File: src/rtl/dwconv_sched_if.sv
// ---------------------------------------------------------------------------
// dwconv_sched_if
//
// Bundle of every signal between the frame scheduler, the network
// sequencer, the two feature-map buffers and the convolution pipeline.
//
//   sequencer : start, gap_cycles (to scheduler); busy, done, err (from it)
//   input buf : rd_en, rd_addr (from scheduler); rd_data (to it)
//   pipeline  : conv_in_vld, conv_in_din (from scheduler);
//               conv_dout, conv_dout_vld, conv_dout_end (to it)
//   output buf: wr_en, wr_addr, wr_data (from scheduler)
//
// Modports:
//   slave  - the scheduler itself
//   master - the environment around it (sequencer, buffers, pipeline)
// ---------------------------------------------------------------------------
interface dwconv_sched_if #(
    parameter int N              = 16,
    parameter int INPUT_CHANNEL  = 3,
    parameter int OUTPUT_CHANNEL = 3,
    parameter int ADDR_W         = 10
);
    logic                            start;
    logic [3:0]                      gap_cycles;
    logic                            busy;
    logic                            done;
    logic                            err;
    logic                            rd_en;
    logic [ADDR_W-1:0]               rd_addr;
    logic [INPUT_CHANNEL*N-1:0]      rd_data;
    logic                            conv_in_vld;
    logic [INPUT_CHANNEL*N-1:0]      conv_in_din;
    logic [OUTPUT_CHANNEL*N-1:0]     conv_dout;
    logic                            conv_dout_vld;
    logic                            conv_dout_end;
    logic                            wr_en;
    logic [ADDR_W-1:0]               wr_addr;
    logic [OUTPUT_CHANNEL*N-1:0]     wr_data;

    modport slave (
        input  start, gap_cycles, rd_data, conv_dout, conv_dout_vld, conv_dout_end,
        output busy, done, err, rd_en, rd_addr, conv_in_vld, conv_in_din,
               wr_en, wr_addr, wr_data
    );

    modport master (
        output start, gap_cycles, rd_data, conv_dout, conv_dout_vld, conv_dout_end,
        input  busy, done, err, rd_en, rd_addr, conv_in_vld, conv_in_din,
               wr_en, wr_addr, wr_data
    );
endinterface

File: src/rtl/dwconv_sched.sv
// ---------------------------------------------------------------------------
// dwconv_sched
//
// Frame scheduler for one depthwise-separable convolution layer. On start it
// reads the whole INPUT_SIZE x INPUT_SIZE map out of the input buffer and
// streams it into the pipeline, writes every pipeline output pixel into the
// output buffer at sequential addresses, and reports done or err.
//
// Ports:
//   clk         - clock, rising edge
//   rst_n       - synchronous active-low reset
//   bus         - dwconv_sched_if.slave (sequencer, buffers, pipeline)
//   dbg_state_o - current FSM state (IDLE=0, FEED=1, DRAIN=2)
//
// Optional feature macro: DWSCHED_THROTTLE_EN
//   defined   - after each read, rd_en stays low for gap_cycles cycles
//               (gap_cycles captured at start)
//   undefined - reads are back-to-back, gap_cycles unused
//
// Handshake: all streams are valid-qualified with no backpressure. A beat
// exists in exactly the cycle its valid (rd_en, conv_in_vld, conv_dout_vld,
// wr_en) is high and is consumed by the receiver in that same cycle; there
// is no ready, so the receiver must always accept.
// ---------------------------------------------------------------------------
module dwconv_sched #(
    parameter int N              = 16,
    parameter int INPUT_CHANNEL  = 3,
    parameter int OUTPUT_CHANNEL = 3,
    parameter int INPUT_SIZE     = 6,
    parameter int OUTPUT_SIZE    = 4,
    parameter int ADDR_W         = 10,
    parameter int TIMEOUT        = 1023
) (
    input  logic                 clk,
    input  logic                 rst_n,
    dwconv_sched_if.slave        bus,
    output logic [1:0]           dbg_state_o
);

    localparam int IN_PIX  = INPUT_SIZE * INPUT_SIZE;
    localparam int OUT_PIX = OUTPUT_SIZE * OUTPUT_SIZE;
    localparam int IDLE_W  = $clog2(TIMEOUT + 1);

    localparam logic [ADDR_W-1:0] LAST_RD = ADDR_W'(IN_PIX - 1);
    // Write pointer has one extra bit so it can hold OUT_PIX itself.
    localparam logic [ADDR_W:0]   OUT_CNT = (ADDR_W + 1)'(OUT_PIX);
    localparam logic [IDLE_W-1:0] IDLE_LAST = IDLE_W'(TIMEOUT - 1);

    localparam logic [1:0] S_IDLE  = 2'd0;
    localparam logic [1:0] S_FEED  = 2'd1;
    localparam logic [1:0] S_DRAIN = 2'd2;

    logic [1:0]                  state_q, state_d;
    logic [ADDR_W-1:0]           rd_ptr_q, rd_ptr_d;
    logic [ADDR_W:0]             wr_ptr_q, wr_ptr_d;
    logic [IDLE_W-1:0]           idle_cnt_q, idle_cnt_d;
    logic                        err_q, err_d;
    logic                        early_end_q, early_end_d;
    logic                        done_q, done_d;
    logic                        in_vld_q;
    logic                        wr_en_q;
    logic [ADDR_W-1:0]           wr_addr_q;
    logic [OUTPUT_CHANNEL*N-1:0] wr_data_q;

`ifdef DWSCHED_THROTTLE_EN
    logic [3:0]                  gap_cnt_q, gap_cnt_d;
    logic [3:0]                  gap_cfg_q, gap_cfg_d;
`else
    logic                        unused_gap;
    assign unused_gap = ^bus.gap_cycles;
`endif

    logic                        busy;
    logic                        rd_en;
    logic                        wr_accept;
    logic                        wr_over;
    logic [ADDR_W:0]             wr_cnt_after;

    assign busy = (state_q != S_IDLE);

`ifdef DWSCHED_THROTTLE_EN
    assign rd_en = (state_q == S_FEED) && (gap_cnt_q == 4'd0);
`else
    assign rd_en = (state_q == S_FEED);
`endif

    // Output pixels are taken only while a frame is active and room remains.
    assign wr_accept    = busy && bus.conv_dout_vld && (wr_ptr_q != OUT_CNT);
    assign wr_over      = busy && bus.conv_dout_vld && (wr_ptr_q == OUT_CNT);
    // Count including a pixel that arrives together with conv_dout_end.
    assign wr_cnt_after = wr_ptr_q + {{ADDR_W{1'b0}}, wr_accept};

    always_comb begin
        state_d     = state_q;
        rd_ptr_d    = rd_ptr_q;
        wr_ptr_d    = wr_cnt_after;
        idle_cnt_d  = idle_cnt_q;
        err_d       = err_q | wr_over;
        early_end_d = early_end_q;
        done_d      = 1'b0;
`ifdef DWSCHED_THROTTLE_EN
        gap_cnt_d   = gap_cnt_q;
        gap_cfg_d   = gap_cfg_q;
`endif
        case (state_q)
            S_IDLE: begin
                if (bus.start) begin
                    state_d     = S_FEED;
                    rd_ptr_d    = '0;
                    wr_ptr_d    = '0;
                    idle_cnt_d  = '0;
                    err_d       = 1'b0;
                    early_end_d = 1'b0;
`ifdef DWSCHED_THROTTLE_EN
                    gap_cnt_d   = 4'd0;
                    gap_cfg_d   = bus.gap_cycles;
`endif
                end
            end
            S_FEED: begin
                if (rd_en) begin
                    rd_ptr_d = rd_ptr_q + ADDR_W'(1);
`ifdef DWSCHED_THROTTLE_EN
                    gap_cnt_d = gap_cfg_q;
`endif
                    if (rd_ptr_q == LAST_RD) begin
                        state_d = S_DRAIN;
                    end
                end
`ifdef DWSCHED_THROTTLE_EN
                else begin
                    gap_cnt_d = gap_cnt_q - 4'd1;
                end
`endif
                // A premature end marks the frame bad; FEED still completes.
                if (bus.conv_dout_end) begin
                    err_d       = 1'b1;
                    early_end_d = 1'b1;
                end
            end
            S_DRAIN: begin
                idle_cnt_d = bus.conv_dout_vld ? '0 : idle_cnt_q + IDLE_W'(1);
                if (early_end_q) begin
                    state_d = S_IDLE;
                end else if (bus.conv_dout_end) begin
                    state_d = S_IDLE;
                    if (wr_cnt_after != OUT_CNT) begin
                        err_d = 1'b1;
                    end else if (!err_q && !wr_over) begin
                        done_d = 1'b1;
                    end
                end else if (!bus.conv_dout_vld && (idle_cnt_q == IDLE_LAST)) begin
                    // This cycle is the TIMEOUT-th idle one.
                    err_d   = 1'b1;
                    state_d = S_IDLE;
                end
            end
            default: begin
                state_d = S_IDLE;
            end
        endcase
    end

    always_ff @(posedge clk) begin
        if (!rst_n) begin
            state_q     <= S_IDLE;
            rd_ptr_q    <= '0;
            wr_ptr_q    <= '0;
            idle_cnt_q  <= '0;
            err_q       <= 1'b0;
            early_end_q <= 1'b0;
            done_q      <= 1'b0;
            in_vld_q    <= 1'b0;
            wr_en_q     <= 1'b0;
            wr_addr_q   <= '0;
            wr_data_q   <= '0;
`ifdef DWSCHED_THROTTLE_EN
            gap_cnt_q   <= 4'd0;
            gap_cfg_q   <= 4'd0;
`endif
        end else begin
            state_q     <= state_d;
            rd_ptr_q    <= rd_ptr_d;
            wr_ptr_q    <= wr_ptr_d;
            idle_cnt_q  <= idle_cnt_d;
            err_q       <= err_d;
            early_end_q <= early_end_d;
            done_q      <= done_d;
            in_vld_q    <= rd_en;
            wr_en_q     <= wr_accept;
            if (wr_accept) begin
                wr_addr_q <= wr_ptr_q[ADDR_W-1:0];
                wr_data_q <= bus.conv_dout;
            end
`ifdef DWSCHED_THROTTLE_EN
            gap_cnt_q   <= gap_cnt_d;
            gap_cfg_q   <= gap_cfg_d;
`endif
        end
    end

    assign bus.busy        = busy;
    assign bus.done        = done_q;
    assign bus.err         = err_q;
    assign bus.rd_en       = rd_en;
    assign bus.rd_addr     = rd_ptr_q;
    assign bus.conv_in_vld = in_vld_q;
    // Buffer data passes straight through; held at zero outside valid beats
    // so that reset leaves every output at zero.
    assign bus.conv_in_din = in_vld_q ? bus.rd_data : '0;
    assign bus.wr_en       = wr_en_q;
    assign bus.wr_addr     = wr_addr_q;
    assign bus.wr_data     = wr_data_q;
    assign dbg_state_o     = state_q;

endmodule

File: src/flat_wrapper.sv
// flat-port wrapper written by rule: the top's interface ports become plain ports
module dwconv_sched_flat 
#(
    parameter int N              = 16,
    parameter int INPUT_CHANNEL  = 3,
    parameter int OUTPUT_CHANNEL = 3,
    parameter int INPUT_SIZE     = 6,
    parameter int OUTPUT_SIZE    = 4,
    parameter int ADDR_W         = 10,
    parameter int TIMEOUT        = 1023
)
  (clk, rst_n, dbg_state_o, bus_start, bus_gap_cycles, bus_rd_data, bus_conv_dout, bus_conv_dout_vld, bus_conv_dout_end, bus_busy, bus_done, bus_err, bus_rd_en, bus_rd_addr, bus_conv_in_vld, bus_conv_in_din, bus_wr_en, bus_wr_addr, bus_wr_data);
  dwconv_sched_if #(.N(N), .INPUT_CHANNEL(INPUT_CHANNEL), .OUTPUT_CHANNEL(OUTPUT_CHANNEL), .ADDR_W(ADDR_W)) bus_i ();
  input  logic clk;
  input  logic rst_n;
  output logic [1:0] dbg_state_o;
  input wire logic [$bits(bus_i.start)-1:0] bus_start;
  input wire logic [$bits(bus_i.gap_cycles)-1:0] bus_gap_cycles;
  input wire logic [$bits(bus_i.rd_data)-1:0] bus_rd_data;
  input wire logic [$bits(bus_i.conv_dout)-1:0] bus_conv_dout;
  input wire logic [$bits(bus_i.conv_dout_vld)-1:0] bus_conv_dout_vld;
  input wire logic [$bits(bus_i.conv_dout_end)-1:0] bus_conv_dout_end;
  output wire logic [$bits(bus_i.busy)-1:0] bus_busy;
  output wire logic [$bits(bus_i.done)-1:0] bus_done;
  output wire logic [$bits(bus_i.err)-1:0] bus_err;
  output wire logic [$bits(bus_i.rd_en)-1:0] bus_rd_en;
  output wire logic [$bits(bus_i.rd_addr)-1:0] bus_rd_addr;
  output wire logic [$bits(bus_i.conv_in_vld)-1:0] bus_conv_in_vld;
  output wire logic [$bits(bus_i.conv_in_din)-1:0] bus_conv_in_din;
  output wire logic [$bits(bus_i.wr_en)-1:0] bus_wr_en;
  output wire logic [$bits(bus_i.wr_addr)-1:0] bus_wr_addr;
  output wire logic [$bits(bus_i.wr_data)-1:0] bus_wr_data;
  assign bus_i.start = bus_start;
  assign bus_i.gap_cycles = bus_gap_cycles;
  assign bus_i.rd_data = bus_rd_data;
  assign bus_i.conv_dout = bus_conv_dout;
  assign bus_i.conv_dout_vld = bus_conv_dout_vld;
  assign bus_i.conv_dout_end = bus_conv_dout_end;
  assign bus_busy = bus_i.busy;
  assign bus_done = bus_i.done;
  assign bus_err = bus_i.err;
  assign bus_rd_en = bus_i.rd_en;
  assign bus_rd_addr = bus_i.rd_addr;
  assign bus_conv_in_vld = bus_i.conv_in_vld;
  assign bus_conv_in_din = bus_i.conv_in_din;
  assign bus_wr_en = bus_i.wr_en;
  assign bus_wr_addr = bus_i.wr_addr;
  assign bus_wr_data = bus_i.wr_data;
  dwconv_sched #(.N(N), .INPUT_CHANNEL(INPUT_CHANNEL), .OUTPUT_CHANNEL(OUTPUT_CHANNEL), .INPUT_SIZE(INPUT_SIZE), .OUTPUT_SIZE(OUTPUT_SIZE), .ADDR_W(ADDR_W), .TIMEOUT(TIMEOUT)) u_core (.clk(clk), .rst_n(rst_n), .bus(bus_i), .dbg_state_o(dbg_state_o));
endmodule
File: config.mk
export PLATFORM = sky130hd
export DESIGN_NAME = dwconv_sched_flat
export DESIGN_NICKNAME = d
export VERILOG_FILES = /design/src/rtl/dwconv_sched_if.sv /design/src/rtl/dwconv_sched.sv /design/src/flat_wrapper.sv
export SDC_FILE = /design/constraint.sdc
export NUM_CORES = 1
export LEC_CHECK = 0
export ABC_AREA = 0
export CORE_UTILIZATION = 36
export CTS_CLUSTER_DIAMETER = 60
export DETAILED_ROUTE_END_ITERATION = 10
export PLACE_DENSITY_LB_ADDON = 0.3
export SYNTH_ARGS = -nofsm -noshare
export SYNTH_HDL_FRONTEND = slang
export SYNTH_SLANG_ARGS = --single-unit
File: constraint.sdc
create_clock -name clk -period 2.4 [get_ports clk]
set_input_delay 0.36 -clock clk [delete_from_list [all_inputs] [get_ports clk]]
set_output_delay 0.36 -clock clk [all_outputs]
set_load 0.02 [all_outputs]
# --- Word-level counts from Yosys, hierarchy flattened ---
# Cells that the tools add are included.
op_classes:
  addsub: 3
  n_eq_ne: 11
  muxes: 24
  bitwise: 4
  n_reduce_logical: 17
ops:
  columns: ["operator", "n"]
  rows:
  - ["two-way mux 48 bit", 1]
  - ["one-hot mux 10 bit (2 select lines)", 2]
  - ["two-way mux 11 bit", 2]
  - ["!= test 11 x 5 -> 1 bit (second input constant)", 2]
  - ["adder 10 x 1 -> 10 bit (second input constant)", 2]
  - ["two-way mux 10 bit", 2]
  - ["adder 11 x 1 -> 11 bit", 1]
  - ["== test 11 x 5 -> 1 bit (second input constant)", 1]
  - ["== test 10 bit (second input constant)", 1]
  - ["== test 10 x 6 -> 1 bit (second input constant)", 1]
  - ["two-way mux 2 bit", 5]
  - ["two-way mux 1 bit", 9]
  - ["one-hot mux 2 bit (3 select lines)", 1]
  - ["AND reduction 3 bit", 2]
  - ["nonzero test 2 bit", 3]
  - ["logical AND 1 bit", 5]
  - ["OR reduction 5 bit", 1]
  - ["!= test 2 bit (second input constant)", 2]
  - ["!= test 4 x 2 -> 1 bit (second input constant)", 1]
  - ["AND reduction 2 bit", 2]
  - ["logical NOT 1 bit", 3]
  - ["inverter 1 bit", 3]
  - ["one-hot mux 1 bit (3 select lines)", 1]
  - ["== test 2 x 1 -> 1 bit (second input constant)", 1]
  - ["other kinds (5)", 5]
totals:
  regBits: 96
  input_bits: 105
  output_inout_bits: 124
  elab_cells: 70

# --- Depth between registers and ports, before layout ---
# Gate-level depths: netlist of the first run.
logic_depth:
  word_depth: 9
  depth_mapped: 13
  ltp_nobuf: 11

# --- Least setup slack after synthesis of the first run ---
# OpenSTA, ideal clock, no wires.
synth_timing:
  kind: "register -> register"
  startpoint: "register u_core.state_q[0], in the netlist u_core.dbg_state_o[0]"
  endpoint: "register u_core.err_q, in the netlist u_core.bus.err"
  setup_ns: 0.071
  t_arrival_ns: 2.672
  required_ns: 2.329
  setup_slack_ns: -0.343
  path_stages_with_launch: 14
  n_path_buf: 2
  synth_period_minus_slack_ns: 2.743
  cell_sequence: "dfxtp_1 buf_2 nor2_1 inv_1 nand3_2 inv_2 buf_2 ha_1 ha_1 nand3_1 nor3_1 nor3_1 o2111ai_2 o2bb2ai_1"
synth_between:
  elab_chain_len: 9
  word_cells_on_any_way: 17
  cone_classes: "add/sub (1); eq/ne (3); mux (7); bitwise (1); reduce/logical (5)"
synth_lines:
  columns: ["item", "line", "rtl"]
  rows:
  - ["from (decl)", "dwconv_sched.sv:53", "logic [1:0] state_q, state_d;"]
  - ["from (signal assigned)", "dwconv_sched.sv:182", "state_q <= state_d;"]
  - ["nonzero test 2 bit", "dwconv_sched.sv:79", "assign busy = (state_q != S_IDLE);"]
  - ["net bus_busy", "flat_wrapper.sv:23", "output wire logic [$bits(bus_i.busy)-1:0] bus_busy;"]
  - ["logical AND 1 bit (2 in a row)", "dwconv_sched.sv:88", "assign wr_accept = busy && bus.conv_dout_vld && (wr_ptr_q != OUT_CNT);"]
  - ["net u_core.wr_accept", "dwconv_sched.sv:75", "logic wr_accept;"]
  - ["adder 11 x 1 -> 11 bit", "dwconv_sched.sv:91", "assign wr_cnt_after = wr_ptr_q + {{ADDR_W{1'b0}}, wr_accept};"]
  - ["!= test 11 x 5 -> 1 bit", "dwconv_sched.sv:147", "if (wr_cnt_after != OUT_CNT) begin"]
  - ["two-way mux 1 bit", "dwconv_sched.sv:147", null]
  - ["two-way mux 1 bit", "dwconv_sched.sv:145", "end else if (bus.conv_dout_end) begin"]
  - ["two-way mux 1 bit", "dwconv_sched.sv:143", "if (early_end_q) begin"]
  - ["one-hot mux 1 bit (3 select lines)", "dwconv_sched.sv:105", "case (state_q)"]
  - ["to (signal assigned)", "dwconv_sched.sv:186", "err_q <= err_d;"]
  - ["to (decl)", "dwconv_sched.sv:57", "logic err_q, err_d;"]
# The timed path passes the listed nets, and every way through them passes these cells.
# A chain may end at the register's enable or synchronous reset.

# --- Final worst setup path of the first run ---
layout_timing:
  startpoint: "register u_core.wr_ptr_q[0]"
  endpoint: "register u_core.err_q, in the netlist u_core.bus.err"
layout_between:
  elab_chain_len: 8
  word_cells_on_any_way: 14
  cone_classes: "add/sub (1); eq/ne (3); mux (7); bitwise (1); reduce/logical (2)"
layout_lines:
  columns: ["item", "line", "rtl"]
  rows:
  - ["from (decl)", "dwconv_sched.sv:55", "logic [ADDR_W:0] wr_ptr_q, wr_ptr_d;"]
  - ["from (signal assigned)", "dwconv_sched.sv:184", "wr_ptr_q <= wr_ptr_d;"]
  - ["!= test 11 x 5 -> 1 bit", "dwconv_sched.sv:88", null]
  - ["logical AND 1 bit", "dwconv_sched.sv:88", null]
  - ["adder 11 x 1 -> 11 bit", "dwconv_sched.sv:91", null]
  - ["!= test 11 x 5 -> 1 bit", "dwconv_sched.sv:147", null]
  - ["two-way mux 1 bit", "dwconv_sched.sv:147", null]
  - ["two-way mux 1 bit", "dwconv_sched.sv:145", null]
  - ["two-way mux 1 bit", "dwconv_sched.sv:143", null]
  - ["one-hot mux 1 bit (3 select lines) *", "dwconv_sched.sv:105", null]
# Mark *: on every way between the ends. The rest lies on a longest branch, timed or not.

==> reports/results.tsv, run 1 <==
metric	value	unit
fin crit period	2.28	ns
post-DP HPWL	9.25	mm
Via density	4.86	
DR DRC count	13	
Synth Warn #	0	
Area contributors post-synth	dfxtp_1 44%, nand2_1 12%, a21oi_1 7.5%	
first-pass GRT wire length	21.1	mm
busiest grt layer	met2	
worst setup margin	0.119	ns
drt initial violations	226	
initial antenna violation count	0	
Tot Pwr	3.63	mW
CP Max Fanout	2	
layout cells sized above 1	0.0844	
Via Count	4380	
count of clock tree sinks	96	
Worst Tran Pin Value	0.751	ns
Initial Util	0.373	
routed length per instance	13.9	µm
r2r startpoint	u_core.wr_ptr_q[0]$_SDFF_PN0_	
register area share after synthesis	0.445	
status	finished with violations	
CP startpoint	u_core.wr_ptr_q[0]$_SDFF_PN0_	
crit path launch type	flop	
Main synth FF type	dfxtp_1	
standard-cell row count	39	
Clock Path Buffers	2	
filler instances	993	
ys async rst share	0	
FF-to-FF setup slack	0.12	ns
worst min path class	reg -> reg	
Clock Pin Slew Worst Setup and Hold Paths	0.07	ns
Critical Path Sink	u_core.bus.err$_SDFF_PN0_	
largest area contributor in the netlist	dfxtp_1	
Clock Skew	0.00859	ns
worst-skew pair later-pin latency	0.34	ns
cts hold-fix bufs	0	
syn_area_per_cell	8.09	µm²
Finished Cell Area	7010	µm²
failing checks	DRC	
Post-Syn Nets	644	
Port Buffers	224	
CTS root buf	clkbuf_16	
Top-Level Pins	229	
synthesis-stage register bit count	96	
power density over cell area	517	nW/µm²
Syn Std Cell Area	4320	µm²
full die area	12400	µm²
core box area	11600	µm²
TritonRoute pass-1 iters	8	
Die Ht	112	µm
global-route met1 utilization	0.234	
H-Tree Depth	3	
Area Growth Syn to Fin	62.4	%
TritonCTS clock tree	done	
CP endpoint kind	flop	
Fin Setup TNS	0	ns
largest net degree at the start of global routing	71	
pre-CTS setup slack	0.0214	ns
gpl congestion	0.819	
relative slew slack	0.500	
final setup fails	0	
hold violation count in the final report	0	
post-placement cell area	6720	µm²
Peak VDD IR	334	µV
max cap viols	0	
Crit Reg-Reg Endpoint	u_core.bus.err$_SDFF_PN0_	
number of cells on the worst reg-to-reg path	11	
Final Cycle Share	0.951	
WP data arrival	2.48	ns
RSZ-0062 raised after global routing	no	
met3 Use GR	0.0474	
count of cell types in the netlist	55	
Ant. Diodes	0	
Syn Inst Count	534	
Critical Path RT	2.60	ns
grt ovf	0	
max-slew violations	0	
antenna-violating nets left	0	
total routed wirelength	12.6	mm
Synth top area share	0.445	
Crit Path Category	reg -> reg	
die width	112	µm
vias in the first global route	4326	
GR Layer Usage met2	0.380	
cts bufs inserted	9	
GR Util All Layers	0.206	
LEAKAGE	2.53	nW
EDFF count, synth	0	
fmax	438	MHz
nets	863	
metrics by stage:
step                instances  utilization  hold WS, ns
floorplan                 534            -        0.429
global placement          885        0.581        0.441
detailed placement        885        0.581        0.446
CTS                       901        0.606        0.457
global route              901        0.606        0.472
finish                    901        0.606        0.454
kinds of logic (layout without fill, tap and decap cells):
kind of cell	Yosys count	count (layout)	share of synthesized area
and+or+nand+nor	276	276	0.316
DFF	96	96	0.445
AOI/OAI and AO/OA	89	89	0.119
buffers and inverters	44	268	0.0547
xor gates and xnor gates	19	19	0.0385
adders and majority gates	5	5	0.0145
muxes	5	5	0.0127
power breakdown:
group	total (mW)	internal [mW]	switching, mW
Combinational	0.583	0.319	0.264
Clock	1.39	0.744	0.643
Sequential	1.66	1.63	0.0235
Total	3.63	2.70	0.931
cell usage in the layout (no fill, tap or decap), drive strengths merged, types with 3 or more instances in the layout:
cell / count
and3: 7
xor2: 9
nand2b: 3
nor3: 5
inv: 11
clkdlybuf4s50: 224
mux2: 4
nand4: 7
o21ai: 4
ha: 5
and2: 50
a31oi: 3
a21oi: 65
a211oi: 4
clkbuf: 10
nor2: 37
dfxtp: 96
buf: 20
xnor2: 10
nand3: 12
nand2: 137
cell usage after synthesis (2+ instances only):
library cell / instances
and3_1: 7
nor3_1: 4
a311oi_1: 2
nor2_1: 37
xnor2_1: 10
nand4_1: 6
mux2_2: 3
and4_1: 2
a31oi_1: 3
inv_1: 6
nand2b_1: 3
buf_4: 3
dfxtp_1: 96
and2_1: 50
clkbuf_1: 15
o21ai_0: 4
or2_2: 2
nand2_1: 136
buf_6: 6
and4b_1: 2
buf_2: 12
ha_1: 5
inv_2: 2
a21oi_1: 65
xor2_1: 9
nor2b_1: 2
nand3_1: 10
a21o_1: 2
a211oi_1: 4
final cells by class:
type	instances	area [µm²]	area share
clock buffers	10	239	0.0341
clock inverters	6	48.8	0.00696
inverters	8	30.0	0.00428
multi-input cells	394	2200	0.314
flip-flops and latches	96	1920	0.274
well taps	143	179	0.0255
repair buffers	244	2390	0.341
flip-flops by register name, summed over array words and instances (netlist names), 2 cells and up:
register,cells
u_core.bus.rd_addr,10
u_core.bus.wr_addr,10
u_core.wr_ptr_q,11
u_core.idle_cnt_q,10
u_core.bus.wr_data,48
u_core.dbg_state_o,2
metal layers:
metal,vias up,share of wire
li1,2198,-
met1,2028,0.40
met2,138,0.52
met3,16,0.062
met4,0,0.018
met5,-,0
worst max-delay path, cell delays in order, from the launching register on:
cell       delay, ns
dfxtp_1         0.34
nor4_4          0.29
nand4_2         0.15
nand3_2         0.11
inv_2           0.04
ha_2            0.20
ha_4            0.23
nor3b_4         0.18
nand3_1         0.09
o21ai_1         0.17
o2111ai_2       0.18
o2bb2ai_1       0.17
worst min-delay path by stage:
stage | from | to | slack [ns] | cells after the start
final | u_core.bus.wr_data[15]$_SDFFE_PN0P_ | u_core.bus.wr_data[15]$_SDFFE_PN0P_ | 0.45 | 2
after global routing | u_core.bus.wr_data[18]$_SDFFE_PN0P_ | u_core.bus.wr_data[18]$_SDFFE_PN0P_ | 0.47 | 2
after CTS | u_core.bus.wr_data[15]$_SDFFE_PN0P_ | u_core.bus.wr_data[15]$_SDFFE_PN0P_ | 0.46 | 2
after detailed placement | u_core.bus.wr_data[27]$_SDFFE_PN0P_ | u_core.bus.wr_data[27]$_SDFFE_PN0P_ | 0.45 | 2
after global placement | u_core.bus.wr_data[44]$_SDFFE_PN0P_ | u_core.bus.wr_data[44]$_SDFFE_PN0P_ | 0.44 | 2
after floorplan | u_core.early_end_q$_SDFFE_PN0P_ | u_core.early_end_q$_SDFFE_PN0P_ | 0.43 | 2
timing repair:
action	CTS	global route
setup buffers	0	0
resized for setup	0	1
setup endpoints to repair	0	2
No activity file was read; power rests on OpenSTA's default activity.
==> inputs of run 2 (changes only) <==
--- a/config.mk
+++ b/config.mk
@@ -7,4 +7,5 @@
 export LEC_CHECK = 0
 export ABC_AREA = 0
+export CORE_ASPECT_RATIO = 1.2
 export CORE_UTILIZATION = 36
 export CTS_CLUSTER_DIAMETER = 60
==> constraint.sdc (replaced) <==
create_clock -name clk -period 2.4 [get_ports clk]
set_input_delay 0.36 -clock clk [delete_from_list [all_inputs] [get_ports clk]]
set_output_delay 0.36 -clock clk [all_outputs]
set_load 0.05 [all_outputs]
==> run 2 against run 1 <==
The run now ends clean. Clock power rose by 6%. Fmax rose by 0.55%. Worst hold slack improved by 0.00051 ns. Sequential share of layout area fell by 2.0 points. Total power rose by 9.2%. Clock skew rose by 0.0064 ns. Global-route usage rose by 2.7 points. Sequential power barely moved. Combinational power rose by 42%. Sequential cell count did not move. Cell count rose by 1.9%. Highest routed layer is now met5.
==> reports/results.tsv, run 2 (same netlist as run 1, synthesis figures left out) <==
metric	value	unit	change
status	finished, final reports clean		
drt initial violations	217		-4.0%
core box area	11600	µm²	+0.49%
Clock Skew	0.0150	ns	+0.00644 ns
Port Buffers	224		unchanged
count of clock tree sinks	96		unchanged
die width	102	µm	-8.6%
Clock Pin Slew Worst Setup and Hold Paths	0.07	ns	about the same
worst hold stages	2		unchanged
crit-path most repeated cell	ha_2		
Tot Pwr	3.96	mW	+9.2%
CP Max Fanout	2		unchanged
TritonCTS clock tree	done		
Via density	4.86		-0.10%
FF-to-FF setup slack	0.13	ns	about the same
Crit Path Category	reg -> reg		
routed length per instance	16.0	µm	+15%
Top delay family on crit path	simple AND/OR/NAND/NOR gates		
post-DP HPWL	11.1	mm	+20%
grt ovf	0		unchanged
nets	866		+0.35%
Die Ht	122	µm	+9.4%
fin crit period	2.27	ns	-0.0124 ns
Clock Path Buffers	2		unchanged
CP max stage delay	0.34	ns	about the same
min-delay src	u_core.bus.wr_data[11]$_SDFFE_PN0P_		
Via Count	4458		+1.8%
crit-path cells	nor4_4, nand4_2, nand3_4, inv_2, ha_2, ha_2, nor3b_2, nand3_1, o21ai_2, o2111ai_2, o2bb2ai_1		
worst setup margin	0.131	ns	+0.0124 ns
relative slew slack	0.587		+0.0870
Hold Path End	u_core.bus.wr_data[11]$_SDFFE_PN0P_		
GR Util All Layers	0.233		+0.0270
number of cells on the worst reg-to-reg path	11		unchanged
TritonRoute pass-1 iters	6		-2
pre-CTS setup slack	-0.0435	ns	-0.0649 ns
power density over cell area	524	nW/µm²	+1.2%
max-slew violations	0		unchanged
post-placement cell area	7240	µm²	+7.8%
most common cell after layout, fill and taps aside	clkdlybuf4s50_1		
Peak VDD IR	396	µV	+19%
total routed wirelength	14.7	mm	+17%
worst-skew pair later-pin latency	0.34	ns	about the same
CTS root buf	clkbuf_16		
vias in the first global route	4388		+1.4%
DR DRC count	0		-13
WP data arrival	2.49	ns	about the same
standard-cell row count	43		+10%
first-pass GRT wire length	22.3	mm	+6.1%
Top-Level Pins	229		unchanged
r2r startpoint	u_core.wr_ptr_q[6]$_SDFF_PN0_		
Initial Util	0.372		-0.00181
gpl congestion	0.870		+6.3%
Area Growth Syn to Fin	75.1	%	
largest net degree at the start of global routing	71		unchanged
Buf/Inv on CP	1		unchanged
full die area	12400	µm²	about the same
CP startpoint	u_core.wr_ptr_q[6]$_SDFF_PN0_		
H-Tree Depth	3		unchanged
crit path launch type	flop		
WHS	0.454	ns	+0.000510 ns
Ant. Diodes	0		unchanged
fmax	441	MHz	+0.55%
cts bufs inserted	9		unchanged
initial antenna violation count	1		+1
worst min path class	reg -> reg		
final setup fails	0		unchanged
CP endpoint kind	flop		
max reg flops	48		unchanged
Finished Cell Area	7560	µm²	+7.9%
Final Cycle Share	0.945		-0.00519
layout cells sized above 1	0.155		+0.0706
antenna-violating nets left	0		unchanged
LEAKAGE	2.80	nW	+11%
hold violation count in the final report	0		unchanged
Fin Setup TNS	0	ns	unchanged
max cap viols	0		unchanged
Critical Path RT	2.62	ns	+0.02 ns
Worst Tran Pin Value	0.620	ns	-0.131 ns
Crit Reg-Reg Endpoint	u_core.bus.err$_SDFF_PN0_		
commonest non-fill, non-tap cells in the layout	174 x clkdlybuf4s50_1, 136 x nand2_1, 93 x dfxtp_1, 65 x a21oi_1, 50 x and2_1		
crit path max-delay cell type	dfxtp_2		
==> run 2: cell count changes in the layout (fill, tap and decap cells not counted), moves of 2 or more <==
cell             previous run  this run
clkinvlp_4                  2         0
buf_12                      0        49
clkdlybuf4s50_1           224       174
nand3_2                     2         0
buf_4                      20        24
==> run 2: stage by stage <==
stage,std cells,util
3_3_place_gp,901,0.623
5_1_grt,918,0.651
4_1_cts,917,0.650
2_1_floorplan,534,-
6_report,918,0.651
3_5_place_dp,901,0.623
==> run 2: layer usage <==
layer | GRT usage | up-vias | part of all wire
met5 | 0 | - | 0.00089
met4 | 0.106 | 2 | 0.030
met3 | 0.0906 | 34 | 0.095
met2 | 0.416 | 154 | 0.51
met1 | 0.237 | 2064 | 0.36
li1 | - | 2204 | -
==> run 2: worst max path at each step <==
stage | depth (start not counted) | to | slack, ns
finish | 11 | u_core.bus.err$_SDFF_PN0_ | 0.13
global route | 11 | u_core.bus.done$_SDFF_PP0_ | -0.01
CTS | 11 | u_core.bus.done$_SDFF_PP0_ | 0.09
detailed placement | 10 | u_core.bus.done$_SDFF_PP0_ | -0.04
global placement | 10 | u_core.bus.done$_SDFF_PP0_ | 0.01
floorplan | 13 | u_core.bus.done$_SDFF_PP0_ | 0.004
==> run 2: power breakdown <==
group / switching (mW) / internal, mW / total (mW)
logic: 0.449 / 0.376 / 0.825
clock network: 0.649 / 0.828 / 1.48
registers: 0.0266 / 1.63 / 1.66
==> run 2: repair_timing <==
action / CTS / global route
buffers inserted: 0 / 1
setup endpoints to repair: 0 / 2
resized for setup: 0 / 3
hold buffers: 0 / 0
==> run 2: layout make-up <==
cell class | instances | area, µm²
timing repair buffer | 247 | 2900
sequential | 96 | 1930
clock buffer | 10 | 229
inverter | 8 | 35.0
multi-input combinational | 394 | 2200
tap | 157 | 196
clock inverter | 6 | 75.1
fill | 966 | 4060
==> run 2: tightest hold or removal path, cell delays in order, from the launching register on <==
cell and delay (ns):
dfxtp_1 0.31, nand2_1 0.05, a21oi_1 0.05
==> inputs of run 3 (changes only) <==
- CORE_MARGIN: default -> 2
- CORE_UTILIZATION: 36 -> 43
- SETUP_SLACK_MARGIN: default -> 0.4
- clock period: 2.4 -> 2.77 ns (I/O delays scaled with it)
==> run 3 against run 2 <==
Worst hold slack got worse by 0.0015 ns. Routed wire length increased by 3.1%. Via count increased by 1.4%. Sequential cell count unchanged. Largest power group unchanged.
==> reports/results.tsv, run 3 (same netlist as run 1, synthesis figures left out) <==
metric	value	unit	change
Worst Tran Pin Value	0.771	ns	+0.151 ns
drt initial violations	253		+17%
Crit Path Category	reg -> reg		
crit-path most repeated cell	ha_4		
cts hold-fix bufs	0		unchanged
routed length per instance	17.2	µm	+7.3%
CP max stage delay	0.36	ns	+0.02 ns
LEAKAGE	2.64	nW	-5.7%
standard-cell row count	40		-7.0%
Clock Pin Slew Worst Setup and Hold Paths	0.07	ns	about the same
worst min path class	reg -> reg		
post-DP HPWL	11.2	mm	+0.38%
core box area	9910	µm²	-15%
initial antenna violation count	8		+7
fin crit period	2.31	ns	+0.0416 ns
CP Max Fanout	4		+2
commonest non-fill, non-tap cells in the layout	176 x clkdlybuf4s50_1, 136 x nand2_1, 89 x dfxtp_1, 65 x a21oi_1, 50 x and2_1		
antenna-violating nets left	0		unchanged
fmax	433	MHz	-1.8%
final setup fails	0		unchanged
die width	95.5	µm	-6.4%
RSZ-0062 raised after global routing	yes		
Via density	5.12		+5.5%
Port Buffers	224		unchanged
Top delay family on crit path	simple AND/OR/NAND/NOR gates		
gpl congestion	0.877		+0.79%
power density over cell area	479	nW/µm²	-8.5%
Fin Setup TNS	0	ns	unchanged
TritonCTS clock tree	done		
CTS root buf	clkbuf_16		
Die Ht	114	µm	-6.7%
relative slew slack	0.486		-0.101
grt ovf	0		unchanged
nets	856		-1.2%
first-pass GRT wire length	22.3	mm	-0.21%
most common cell after layout, fill and taps aside	clkdlybuf4s50_1		
max-slew violations	0		unchanged
total routed wirelength	15.1	mm	+3.1%
Clock Skew	0.00984	ns	-0.00520 ns
largest net degree at the start of global routing	71		unchanged
GR Util All Layers	0.269		+0.0360
Peak VDD IR	295	µV	-26%
cts bufs inserted	9		unchanged
Via Count	4519		+1.4%
filler instances	815		-16%
max reg flops	48		unchanged
Area Growth Syn to Fin	60.1	%	
H-Tree Depth	3		unchanged
Buf/Inv on CP	1		unchanged
Final Cycle Share	0.834		-0.111
hold violation count in the final report	0		unchanged
layout cells sized above 1	0.123		-0.0326
Critical Path RT	2.97	ns	+0.35 ns
max cap viols	0		unchanged
Initial Util	0.436		+0.0642
status	finished, final reports clean		
worst-skew pair later-pin latency	0.34	ns	about the same
CP endpoint kind	flop		
vias in the first global route	4251		-3.1%
TritonRoute pass-1 iters	5		-1
Clock Path Buffers	2		unchanged
Tot Pwr	3.31	mW	-16%
crit path launch type	flop		
count of clock tree sinks	96		unchanged
full die area	10900	µm²	-13%
crit path max-delay cell type	dfxtp_4		
Top-Level Pins	229		unchanged
crit-path cells	nor4_4, nand4_2, nand3_4, inv_4, ha_4, ha_4, nor3b_2, nand3_1, o21ai_2, o2111ai_2, o2bb2ai_1		
DR DRC count	0		unchanged
WP data arrival	2.51	ns	+0.02 ns
-- run 3: cell types whose count changed in the layout (fill, tap and decap cells not counted), sizes merged --
cell and delta:
dlygate4sd2 +18, clkbuf +2, diode +5, buf -30
clkinv -2, bufinv -1, inv -1, clkinvlp +2
clkdlybuf4s50 +2
-- run 3: power breakdown --
part,internal [mW],total (mW),switching (mW)
sequential,1.41,1.44,0.0235
combinational,0.262,0.640,0.378
clock,0.695,1.24,0.540
-- run 3: what timing repair did --
action / in CTS / in global routing
endpoints found under the setup margin: 20 / 2
cloned: 0 / 0
buffers inserted: 1 / 2
pin swaps: 1 / 10
gates resized for setup: 22 / 9
-- run 3: worst paths after layout --
| check | from | endpoint | slack [ns] | depth (start not counted) |
|---|---|---|---|---|
| max | u_core.wr_ptr_q[0]$_SDFF_PN0_ | u_core.bus.err$_SDFF_PN0_ | 0.46 | 11 |
| min | u_core.bus.wr_data[28]$_SDFFE_PN0P_ | u_core.bus.wr_data[28]$_SDFFE_PN0P_ | 0.45 | 2 |
| max reg2reg | u_core.wr_ptr_q[0]$_SDFF_PN0_ | u_core.bus.err$_SDFF_PN0_ | 0.46 | 11 |
| min reg2reg | u_core.bus.wr_data[28]$_SDFFE_PN0P_ | u_core.bus.wr_data[28]$_SDFFE_PN0P_ | 0.45 | 2 |
-- run 3: stage by stage --
| stage | cell area, µm² | utilization | hold slack [ns] | setup slack [ns] | std cells |
|---|---|---|---|---|---|
| 2_1_floorplan | 4370 | - | 0.429 | 0.403 | 534 |
| 3_3_place_gp | 6550 | 0.661 | 0.442 | 0.281 | 858 |
| 3_5_place_dp | 6550 | 0.661 | 0.446 | 0.151 | 858 |
| 4_1_cts | 6840 | 0.691 | 0.455 | 0.391 | 875 |
| 5_1_grt | 6910 | 0.697 | 0.469 | 0.351 | 881 |
| 6_report | 6910 | 0.698 | 0.453 | 0.459 | 882 |
-- run 3: area by class of cell --
cell class | count | area [µm²] | area share
Timing Repair Buffer | 237 | 2240 | 0.324
Multi-Input combinational cell | 394 | 2230 | 0.322
Sequential cell | 96 | 1940 | 0.280
Clock buffer | 12 | 268 | 0.0387
Tap cell | 126 | 158 | 0.0228
Inverter | 8 | 37.5 | 0.00543
Clock inverter | 4 | 32.5 | 0.00471
Antenna cell | 5 | 12.5 | 0.00181
-- run 3: worst reg2reg max path, delay by kind of cell, from the launching register on --
kind	cells	cell delay (ns)
simple gates	5	0.92
compound gates	3	0.47
fa+ha+maj	2	0.39
flops	1	0.36
buf+inv	1	0.04
-- run 3: metal layers --
layer  vias up  global-route usage  wire length, µm  share of wire
met2       184               0.437             7300           0.48
met4         4               0.130              450          0.030
li1       2194                   -                -              -
met3        31               0.164             2110           0.14
met5         -                   0               27         0.0018
met1      2106               0.271             5260           0.35
==> patch: new RTL, flow settings as in run 2 <==
`TIMEOUT` is set to 1023 in 2 places; all go to 511.
--- a/src/rtl/dwconv_sched.sv
+++ b/src/rtl/dwconv_sched.sv
@@ -30,5 +30,5 @@
     parameter int OUTPUT_SIZE    = 4,
     parameter int ADDR_W         = 10,
-    parameter int TIMEOUT        = 1023
+    parameter int TIMEOUT        = 511
 ) (
     input  logic                 clk,
--- a/src/flat_wrapper.sv
+++ b/src/flat_wrapper.sv
@@ -8,5 +8,5 @@
     parameter int OUTPUT_SIZE    = 4,
     parameter int ADDR_W         = 10,
-    parameter int TIMEOUT        = 1023
+    parameter int TIMEOUT        = 511
 )
   (clk, rst_n, dbg_state_o, bus_start, bus_gap_cycles, bus_rd_data, bus_conv_dout, bus_conv_dout_vld, bus_conv_dout_end, bus_busy, bus_done, bus_err, bus_rd_en, bus_rd_addr, bus_conv_in_vld, bus_conv_in_din, bus_wr_en, bus_wr_addr, bus_wr_data);
Function: no difference found for any inputs over 10 cycles, from zero or initial values and one cycle with rst_n low; that may be too few to reach the edited logic, so the function may still have changed.
==> patch against run 2 <==
  * Synthesized area down 1.2%
  * Critical path type unchanged
  * Setup slack worse by 0.087 ns
  * Combinational power up 20%
  * Die area down 1.2%
  * Count of clock-buffer cells in the layout grew 1
  * Sequential cell count is 1 lower
  * Non-clock buffer count rose by 2
  * Wire length fell by 17%
  * Core utilization is 3.8 points lower
  * Power rose by 3.8%
  * Design area is 6.2% lower
==> patch: results (changes against run 2) <==
MIN PATH
----------------------------------------------------------------------------------
Worst Hold Depth                                                                 2   unchanged
Type of the tightest min-delay check                                  input port to flip-flop
Start point of the worst min-delay path                                      rst_n

CLOCKING
----------------------------------------------------------------------------------
Post-CTS setup buffer count                                                      1   +1
PostCTS Resize Cnt                                                              17   +17

DETAILED ROUTING
----------------------------------------------------------------------------------
Total iterations of the first detailed-routing run                               4   -2
Uppermost routed layer                                                        met4
Met2 WL post-DR                                                            6.26 mm   -16%
Violation count after the first detailed-route iteration                        97   -55%
Wire length on met3                                                         557 um   -60%
Met1 WL                                                                    5.19 mm   -2.8%
Via density per instance                                                      4.66   -4.0%
WL final                                                                   12.2 mm   -17%

GRT
----------------------------------------------------------------------------------
GRT Resource Usage Total                                                     0.195   -0.0385
Via count of the first global-routing pass                                    3979   -9.3%
Wire length of the first global-routing pass                               19.0 mm   -15%
Number of antenna violations at the first check in global routing                0   -1
Maximum number of pins on one net before global-route repair                    59   -17%

STA
----------------------------------------------------------------------------------
Actual transition at the worst max-transition pin                         0.593 ns   -0.0269 ns
Worst clock skew on the final layout                                    0.00798 ns   -0.00705 ns

YOSYS
----------------------------------------------------------------------------------
Share of the yosys chip area belonging to registers                          0.446   +0.000919
Main area contributors after synthesis                                dfxtp_1, nand2_1, a21boi_0, and2_1, nor2_1
Synthesized net count                                                          630   -2.2%
Most frequent cells after synthesis                                   nand2_1, dfxtp_1, a21boi_0

FINISH
----------------------------------------------------------------------------------
Flip-flop count of the largest register, all copies and words added             48   unchanged

SETUP PATH
----------------------------------------------------------------------------------
Register-to-register path setup slack                                      0.04 ns   -0.09 ns
Source of the worst register-to-register timing path                  u_core.wr_ptr_q[4]

OUTCOME
----------------------------------------------------------------------------------
Run status                                                            complete, no violations

PLACED DESIGN
----------------------------------------------------------------------------------
Placed wire-length estimate after detailed placement                       9.03 mm   -19%

POWER AND IR DROP
----------------------------------------------------------------------------------
Peak ir drop on the vdd network                                             416 uV   +5.1%

-- patch: final cells by class --
| cell class | count | area, sq um |
|---|---|---|
| Timing Repair Buffer | 249 | 2310 |
| Sequential cell | 95 | 1920 |
| Tap cell | 157 | 196 |
| Inverter | 5 | 21.3 |
| Clock buffer | 11 | 254 |
| Clock inverter | 4 | 51.3 |
| Fill cell | 1022 | 4470 |
| Multi-Input combinational cell | 387 | 2330 |
-- patch: per-layer routing --
metal	vias to the layer above	track usage
met1	1951	0.234
li1	2159	-
met3	16	0.0323
met2	106	0.344
met4	0	0.0707
met5	-	0
-- patch: cells by family (layout without fill, tap and decap cells) --
family                     after synthesis  count (layout)  synth area share
buffers and inverters                   38             269            0.0373
AOI/OAI and AO/OA                       87              87             0.152
adders and majority gates                5               5            0.0147
muxes                                    2               2           0.00499
DFF                                     95              95             0.446
xor gates and xnor gates                17              17            0.0349
and+or+nand+nor                        276             276             0.311
-- patch: stage by stage --
stage / cell area, sq um / hold WS, ns / worst slack [ns] / cells
floorplan: 4330 / 0.438 / -0.290 / 520
global placement: 6680 / 0.445 / -0.530 / 892
detailed placement: 6680 / 0.457 / -0.568 / 892
CTS: 7070 / 0.428 / -0.0396 / 908
global route: 7090 / 0.444 / -0.0284 / 908
finish: 7090 / 0.432 / 0.0444 / 908
-- patch: worst max-delay path, stage by stage, from the launching register on --
cell       delay (ns)
dfxtp_2          0.32
nor4b_4          0.13
nand3_2          0.09
nand2_4          0.07
inv_4            0.06
ha_4             0.13
ha_4             0.14
nand3_4          0.07
or4_4            0.50
a2111oi_4        0.37
o2111ai_2        0.17
a22o_1           0.21
-- patch: where the power goes --
group | internal, mW | switching, mW
Clock | 0.867 | 0.579
Sequential | 1.64 | 0.0364
Combinational | 0.398 | 0.592
Total | 2.91 | 1.21
